### src/rtl/simon_button_ctrl.sv
// simon_button_ctrl
//   Input controller between the four raw player pushbuttons and the Simon
//   game core. Synchronizes and debounces the button vector, arbitrates
//   simultaneous/illegal presses and emits one single-cycle press pulse with
//   a 2-bit button number per accepted press.
//
// Parameters:
//   DEBOUNCE_TICKS : cycles btn_s must differ from btn_db before adoption (1..15)
//   HOLD_MAX       : cycles an accepted button may be held before stuck (1..255)
//
// Ports:
//   clk            : game clock
//   reset          : synchronous, active-high reset
//   btn[3:0]       : raw asynchronous buttons, bit i = button number i
//   simon_turn     : core is playing its sequence; presses ignored
//   game_over      : game ended; presses ignored, btn_echo forced to 0
//   player_num     : number of the last accepted button (held)
//   player_pressed : one-cycle pulse per accepted press
//   btn_echo       : debounced button vector for LED feedback
//   multi_err      : one-cycle pulse when several buttons become active from IDLE
//   stuck          : accepted button held HOLD_MAX cycles; clears on full release
//   press_count    : accepted presses since reset, saturating at 255
//
// Build option:
//   SIMON_PRESS_ON_RELEASE_EN : defer player_pressed and the press_count
//   increment to the release of the accepted button; stuck presses emit nothing.

module simon_button_ctrl #(
    parameter int unsigned DEBOUNCE_TICKS = 3,
    parameter int unsigned HOLD_MAX       = 120
) (
    input  logic       clk,
    input  logic       reset,
    input  logic [3:0] btn,
    input  logic       simon_turn,
    input  logic       game_over,
    output logic [1:0] player_num,
    output logic       player_pressed,
    output logic [3:0] btn_echo,
    output logic       multi_err,
    output logic       stuck,
    output logic [7:0] press_count
);

    typedef enum logic [1:0] {IDLE, HELD, WAIT_REL} state_t;

    localparam logic [3:0] DB_LAST   = 4'(DEBOUNCE_TICKS - 1);
    localparam logic [7:0] HOLD_LAST = 8'(HOLD_MAX - 1);

    logic [3:0] sync1;
    logic [3:0] btn_s;
    logic [3:0] btn_db;
    logic [3:0] db_cnt;
    logic [7:0] hold_cnt;

    state_t     state, state_nxt;
    logic [1:0] num_nxt;
    logic       pressed_nxt;
    logic       multi_nxt;
    logic       stuck_nxt;
    logic [7:0] count_nxt;
    logic [7:0] hold_nxt;

    logic [2:0] n_set;
    logic [1:0] btn_idx;
    logic [7:0] count_sat;

    // Two-flop synchronizer, then whole-vector debounce.
    always_ff @(posedge clk) begin
        if (reset) begin
            sync1  <= '0;
            btn_s  <= '0;
            btn_db <= '0;
            db_cnt <= '0;
        end else begin
            sync1 <= btn;
            btn_s <= sync1;
            if (btn_s == btn_db) begin
                db_cnt <= '0;
            end else if (db_cnt == DB_LAST) begin
                btn_db <= btn_s;
                db_cnt <= '0;
            end else begin
                db_cnt <= db_cnt + 4'd1;
            end
        end
    end

    always_comb begin
        n_set = {2'b00, btn_db[0]} + {2'b00, btn_db[1]}
              + {2'b00, btn_db[2]} + {2'b00, btn_db[3]};
    end

    // Only consulted when exactly one bit is set.
    always_comb begin
        btn_idx = 2'd0;
        case (1'b1)
            btn_db[1]: btn_idx = 2'd1;
            btn_db[2]: btn_idx = 2'd2;
            btn_db[3]: btn_idx = 2'd3;
            default:   btn_idx = 2'd0;
        endcase
    end

    assign count_sat = (press_count == 8'hFF) ? press_count : press_count + 8'd1;

    always_comb begin
        state_nxt   = state;
        num_nxt     = player_num;
        pressed_nxt = 1'b0;
        multi_nxt   = 1'b0;
        stuck_nxt   = stuck;
        count_nxt   = press_count;
        hold_nxt    = hold_cnt;
        case (state)
            IDLE: begin
                if (btn_db != '0) begin
                    if (n_set > 3'd1) begin
                        multi_nxt = 1'b1;
                        state_nxt = WAIT_REL;
                    end else if (!simon_turn && !game_over) begin
                        num_nxt   = btn_idx;
                        hold_nxt  = '0;
                        state_nxt = HELD;
`ifndef SIMON_PRESS_ON_RELEASE_EN
                        pressed_nxt = 1'b1;
                        count_nxt   = count_sat;
`endif
                    end else begin
                        state_nxt = WAIT_REL;
                    end
                end
            end
            HELD: begin
                if (btn_db == '0) begin
                    state_nxt = IDLE;
`ifdef SIMON_PRESS_ON_RELEASE_EN
                    pressed_nxt = 1'b1;
                    count_nxt   = count_sat;
`endif
                end else if (hold_cnt == HOLD_LAST) begin
                    stuck_nxt = 1'b1;
                    state_nxt = WAIT_REL;
                end else begin
                    hold_nxt = hold_cnt + 8'd1;
                end
            end
            WAIT_REL: begin
                if (btn_db == '0) begin
                    stuck_nxt = 1'b0;
                    state_nxt = IDLE;
                end
            end
            default: state_nxt = IDLE;
        endcase
    end

    always_ff @(posedge clk) begin
        if (reset) begin
            state          <= IDLE;
            player_num     <= '0;
            player_pressed <= 1'b0;
            multi_err      <= 1'b0;
            stuck          <= 1'b0;
            press_count    <= '0;
            hold_cnt       <= '0;
        end else begin
            state          <= state_nxt;
            player_num     <= num_nxt;
            player_pressed <= pressed_nxt;
            multi_err      <= multi_nxt;
            stuck          <= stuck_nxt;
            press_count    <= count_nxt;
            hold_cnt       <= hold_nxt;
        end
    end

    assign btn_echo = btn_db & ~{4{game_over}};

endmodule

### config.mk
export PLATFORM = sky130hd
export DESIGN_NAME = simon_button_ctrl
export DESIGN_NICKNAME = d
export VERILOG_FILES = /design/src/rtl/simon_button_ctrl.sv
export SDC_FILE = /design/constraint.sdc
export NUM_CORES = 1
export LEC_CHECK = 0
export CAP_MARGIN = 20
export CORE_UTILIZATION = 53
export DETAILED_ROUTE_END_ITERATION = 7
export PLACE_DENSITY = 0.76
export SLEW_MARGIN = 20
export SYNTH_ARGS = -nofsm -noshare
export SYNTH_HDL_FRONTEND = slang
export SYNTH_SLANG_ARGS = --single-unit
### constraint.sdc
create_clock -name clk -period 3 [get_ports clk]
set_input_delay 0.6 -clock clk [delete_from_list [all_inputs] [get_ports clk]]
set_output_delay 0.6 -clock clk [all_outputs]
set_load 0.005 [all_outputs]
==> results of run 1 <==
-- metrics by stage --
stage               setup slack, ps  power [mW]  utilization [%]
detailed placement              443       0.591             66.6
global route                    326        1.05             69.8
CTS                             521        1.01             69.8
floorplan                       840       0.571                -
global placement                501       0.589             66.6
finish                          495        1.01             69.8
-- layer usage --
| metal | track usage (%) | wire [um] |
|---|---|---|
| met5 | 0 | 0 |
| met4 | 13.0 | 50 |
| met3 | 6.06 | 152 |
| met2 | 39.6 | 1970 |
| met1 | 31.1 | 1870 |
-- final cells by class --
class                           instances  area share (%)
Clock buffer                            6            1.89
Clock inverter                          2            2.75
Inverter                               12            2.06
Multi-Input combinational cell        143            43.0
Sequential cell                        39            35.8
Tap cell                               44            2.52
Timing Repair Buffer                   27            12.0
-- cell usage after synthesis (2+ instances only) --
master and instances:
clkbuf_1 3, o41ai_1 3, or4_1 3, dfxtp_1 39
and3_1 6, nor3_1 6, a21oi_1 11, and4_1 2
nor3b_1 3, xor2_1 5, nand4_1 6, o211ai_1 3
a211oi_1 2, nor2b_1 9, o31ai_1 2, mux2i_1 2
nand2_1 7, nand3b_1 2, and2_1 2, o21ai_0 6
a311oi_1 2, ha_1 5, nand3_1 6, inv_1 12
a31oi_1 4, nor2_1 23, buf_2 2, a41oi_1 3
-- report_power, final --
group	leakage [nW]	switching (mW)	internal (mW)
Combinational	0.419	0.0267	0.0223
Clock	0.0525	0.169	0.260
Sequential	0.316	0.00547	0.526
Total	0.788	0.202	0.808
-- logic make-up (layout without fill, tap and decap cells) --
| group | after synthesis | in the layout |
|---|---|---|
| AO/OA/AOI/OAI | 42 | 42 |
| XOR/XNOR | 6 | 6 |
| adder cells (fa/ha/maj) | 6 | 6 |
| buffers and inverters | 18 | 47 |
| flip-flops | 39 | 39 |
| multiplexers | 3 | 3 |
| AND/OR/NAND/NOR | 86 | 86 |
-- worst max path at each step --
stage / start / slack, ps / to
finish: btn_db[3]$_SDFFE_PP0P_ / 490 / press_count[0]$_SDFFE_PP0P_
global route: btn_db[3]$_SDFFE_PP0P_ / 330 / press_count[0]$_SDFFE_PP0P_
CTS: btn_db[3]$_SDFFE_PP0P_ / 520 / press_count[0]$_SDFFE_PP0P_
detailed placement: game_over / 440 / press_count[0]$_SDFFE_PP0P_
global placement: game_over / 500 / press_count[0]$_SDFFE_PP0P_
floorplan: btn_db[3]$_SDFFE_PP0P_ / 840 / hold_cnt[7]$_SDFFE_PP0P_
-- flip-flops by register name, summed over array words and instances, names as in the netlist, 2 cells and up --
register / flops
hold_cnt: 8
press_count: 8
btn_db: 4
btn_s: 4
db_cnt: 4
sync1: 4
player_num: 2
state: 2
==> impl_results.md, run 1 <==
- IO Pins: 25
- DRT Pass-1 Iters: 4
- Post-Syn Instances: 200
- CTS tree: built
- Vias per cell: 5.78
- Kind of critical path: reg -> reg
- Hold Vio Cnt, Final: 0
- Required @ worst endpoint: 3250 ps
- Nets: 242
- Hold Path Class: reg -> reg
- Synth Area in Adders: 4.60%
- Clock sinks: 39
- Hold Path Depth: 1
- Routed wire per std cell: 14.8 um
- Placed Instance Area: 2080 um^2
- Crit path max-delay family: simple AND/OR/NAND/NOR gates
- Setup bufs post-CTS: 0
- Routed WL: 4040 um
- First-pass GRT wire length: 6690 um
- Fillers: 277
- DR DRC count: 0
- DRT antenna net count: 0
- Largest family of logic cells by synthesized area: simple AND/OR/NAND/NOR gates
- Reg2reg start: btn_db[3]$_SDFFE_PP0P_
- Flip-flop and latch area: 781 um^2
- Slew @ Worst Pin: 1010 ps
- Clock Skews: 2.61 ps
- Synth Area in Compound Gates: 15.9%
- Crit Path Max Fanout: 12
- Hold Path End: btn_s[2]$_SDFF_PP0_
- Hpwl dp: 2860 um
- Die X: 60.2 um
- Cts bufs inserted: 5
- Placed Cells: 265
- Main synth FF type: dfxtp_1
- Worst path slowest cell: fa_1
- Largest net degree at the start of global routing: 25
- Worst vdd ir: 0.388 mV
- Clock edge transition at the registers on the reported setup and hold paths: 110 ps
- Register area share after synthesis: 43.5%
- Die H: 60.2 um
- Asr flop ratio synth: 0%
- Status: completed
- Remaining global-route overflow: 0
- H-tree levels: 2
- Ys Warns: 0
- Synth Register Bits: 39
- GRT Overall Usage: 24.9%
- Multi-input logic area: 938 um^2
- Initial antenna violation count: 0
- CP Capture Type: flop
- Rows: 20
- Netlist Area Pre-Place: 1800 um^2
- Crit-path cells: inv_1 -> fa_1 -> or2b_1 -> nand3_1 -> nor3_1 -> mux2_2
- Fin crit period: 2510 ps
- RSZ-0062 raised after global routing: false
- Die area: 3630 um^2
- Initial Util: 57.4%
- Synth Area per Inst: 8.98 um^2
- Final slew viol count: 0
- Max Cap Viol: 0
- Arrival time at the worst endpoint: 2750 ps
- Vias in the first global route: 1,529
- Lkg Pwr: 0.788 nW
- Synth Area in Simple Gates: 27.1%
- Power per Cell Area: 462 nW/um^2
- HP Start: sync1[2]$_SDFF_PP0_
- Worst slew slack as a fraction of its limit: 32.4%
- Final std cells w/o fill: 273
- PortBufs: 24
- Core ar.: 3130 um^2
- Hold_ws: 445 ps
- Commonest non-fill, non-tap cell in the layout: dfxtp_1
- WP buf/inv: 1
- Cell taking the most area after synthesis: dfxtp_1
- Syn Nets: 214
- Root Driver: clkbuf_4
- Post-synth cell types: 49
- CTS hold repair buffers: 0
- Number of flops mapped to enable cells by yosys: 0
- Tcrit/Tclk final: 83.5%
- R2r setup slk: 490 ps
- P&R area growth vs syn: 21.5%
- Clock tree buffer depth: 2
- Critical path's largest stage delay: 480 ps
- # setup viols final: 0
- Startpoint Class: flop
- Gpl congestion: 0.829
- Final instance area: 2180 um^2
- Iter 0 DRT Violations: 82
- Post_cts resized: 0
- Setup TNS: 0 ps
- Layout cells sized above 1: 6.99%
- Most frequent cells in the layout: dfxtp_1, clkdlybuf4s50_1, nor2_1
- Critical path depth in cells: 6
- Post-synth top area share: 43.5%
- Mux contribution to synthesized area: 1.74%
- DR vias: 1,577
- Largest cells by area after synthesis: dfxtp_1, nor2_1, ha_1
- Fmax: 0.399 GHz
- Antenna cell count: 0
- R2r endpoint: press_count[0]$_SDFFE_PP0P_
- Post-synthesis xor/xnor area fraction: 2.92%
- Later-pin clock latency in the skew report: 340 ps
- Worst R2R Path Depth: 6
No activity file was read; power rests on OpenSTA's default activity.
==> run 2, diff against run 1 <==
CORE_UTILIZATION = 48   (was 53)
PLACE_DENSITY = 0.72   (was 0.76)
clock period = 2.1 ns   (was 3 ns; I/O delays follow)
==> impl_results.md, run 2 (synthesis results as in run 1) <==
- Status: completed
- Worst R2R Path Depth: 6 (unchanged)
- Total power: 1.49 mW (+48%)
- Pre-CTS WS: -54.1 ps (-497 ps)
- Required @ worst endpoint: 1680 ps (-1570 ps)
- Fmax: 0.488 GHz
- Commonest non-fill, non-tap cell in the layout: dfxtp_1
- H-tree levels: 2 (unchanged)
- Hold Vio Cnt, Final: 0 (unchanged)
- Final WS setup: 52.1 ps (-443 ps)
- Slew @ Worst Pin: 638 ps (-374 ps)
- Most frequent cells in the layout: dfxtp_1, nor2_1, clkdlybuf4s50_1
- First-pass GRT wire length: 7330 um (+9.7%)
- DRT antenna net count: 0 (unchanged)
- # setup viols final: 0 (unchanged)
- Fin crit period: 2050 ps
- Worst slew slack as a fraction of its limit: 56.9% (+25 points)
- R2r setup slk: 70 ps (-420 ps)
- Layout Utilization: 68.8% (-1.0 points)
- Crit Path Max Fanout: 5 (-7)
- CP Capture Type: output pin
- Placed Instance Area: 2230 um^2 (+7.2%)
- Root Driver: clkbuf_8
- Hold Path End: btn_s[1]$_SDFF_PP0_
- Lkg Pwr: 0.920 nW (+17%)
- Gpl congestion: 0.837 (+0.89%)
- Initial Util: 51.8% (-5.6 points)
- Clock edge transition at the registers on the reported setup and hold paths: 70 ps (-40 ps)
- Core ar.: 3470 um^2 (+11%)
- Final std cells w/o fill: 294 (+7.7%)
- DR DRC count: 0 (unchanged)
- Remaining global-route overflow: 0 (unchanged)
- CTS tree: built
- Startpoint Class: primary input
- Routed WL: 4360 um (+8.1%)
- Hold_ws: 445 ps (-0.0490 ps)
- HP Start: sync1[1]$_SDFF_PP0_
- Die H: 63.2 um (+4.9%)
- Later-pin clock latency in the skew report: 290 ps (-50 ps)
- Largest net degree at the start of global routing: 15 (-40%)
- Setup TNS: 0 ps (unchanged)
- Routed wire per std cell: 14.8 um (+0.35%)
- Iter 0 DRT Violations: 81 (-1.2%)
- Final slew viol count: 0 (unchanged)
- Placed Cells: 286 (+7.9%)
- Final instance area: 2390 um^2 (+9.3%)
- IO Pins: 25 (unchanged)
- Antenna cell count: 0 (unchanged)
- Max Cap Viol: 0 (unchanged)
- Hpwl dp: 3110 um (+8.7%)
- Die area: 3990 um^2 (+10%)
- Hold Path Depth: 1 (unchanged)
- R2r endpoint: hold_cnt[7]$_SDFFE_PP0P_
- Kind of critical path: in -> out
- Vias in the first global route: 1,676 (+9.6%)
- GRT Overall Usage: 23.6% (-1.3 points)
- DRT Pass-1 Iters: 4 (unchanged)
- Clock Skews: 3.65 ps (+1.03 ps)
- Cts bufs inserted: 5 (unchanged)
- Arrival time at the worst endpoint: 1630 ps (-1120 ps)
- Clock tree buffer depth: 2 (unchanged)
- Power per Cell Area: 624 nW/um^2 (+35%)
- Nets: 261 (+7.9%)
- Worst vdd ir: 0.498 mV (+28%)
- PortBufs: 24 (unchanged)
- Tcrit/Tclk final: 97.5%
- P&R area growth vs syn: 32.8%
- Hold Path Class: reg -> reg
- DR vias: 1,686 (+6.9%)
- Vias per cell: 5.73 (-0.72%)
- Crit path from: game_over
- Rows: 21 (+5.0%)
- Biggest registers after layout: hold_cnt x8, press_count x8
- Die X: 63.2 um (+4.9%)
- Initial antenna violation count: 0 (unchanged)
- Layout cells sized above 1: 19.4% (+12 points)
- Reg2reg start: btn_db[0]$_SDFFE_PP0P_
- Clock sinks: 39 (unchanged)
- Fillers: 293 (+5.8%)
- RSZ-0062 raised after global routing: false
[run 2: cell type report]
class                           count  area (um^2)  area share [%]
Sequential cell                    39          785            32.9
Tap cell                           46         57.6            2.41
Multi-Input combinational cell    143          973            40.8
Inverter                           12         45.0            1.89
Clock inverter                      2         35.0            1.47
Timing Repair Buffer               46          408            17.1
Clock buffer                        6         82.6            3.46
[run 2: where the power goes]
| group | switching (mW) | internal (mW) |
|---|---|---|
| Clock | 0.260 | 0.384 |
| Combinational | 0.0435 | 0.0437 |
| Sequential | 0.00764 | 0.751 |
| Total | 0.311 | 1.18 |
[run 2: worst max-delay path by stage]
stage	endpoint	slack (ps)
detailed placement	hold_cnt[7]$_SDFFE_PP0P_	-50
global route	btn_echo[3]	5
global placement	hold_cnt[7]$_SDFFE_PP0P_	-30
floorplan	hold_cnt[7]$_SDFFE_PP0P_	5
finish	btn_echo[2]	50
CTS	hold_cnt[7]$_SDFFE_PP0P_	-2
[run 2: routing by layer]
layer  track usage [%]  share of wire [%]  vias up
met2              40.2                 52       53
met3              4.71                4.0       12
met5                 0                  0        -
li1                  -                  -      819
met4              11.4                2.3        0
met1              28.2                 41      802
[run 2: repair_timing]
| item | in CTS | in global routing |
|---|---|---|
| buffers inserted | 0 | 0 |
| cloned | 0 | 0 |
| pin swaps | 2 | 1 |
| resized for setup | 3 | 6 |
| endpoints found under the setup margin | 4 | 17 |
| hold buffers | 0 | 0 |
[run 2: worst max-delay path, stage by stage]
cell	delay (ps)
clkdlybuf4s50_1	440
buf_4	170
nor2_1	90
clkdlybuf4s50_1	510
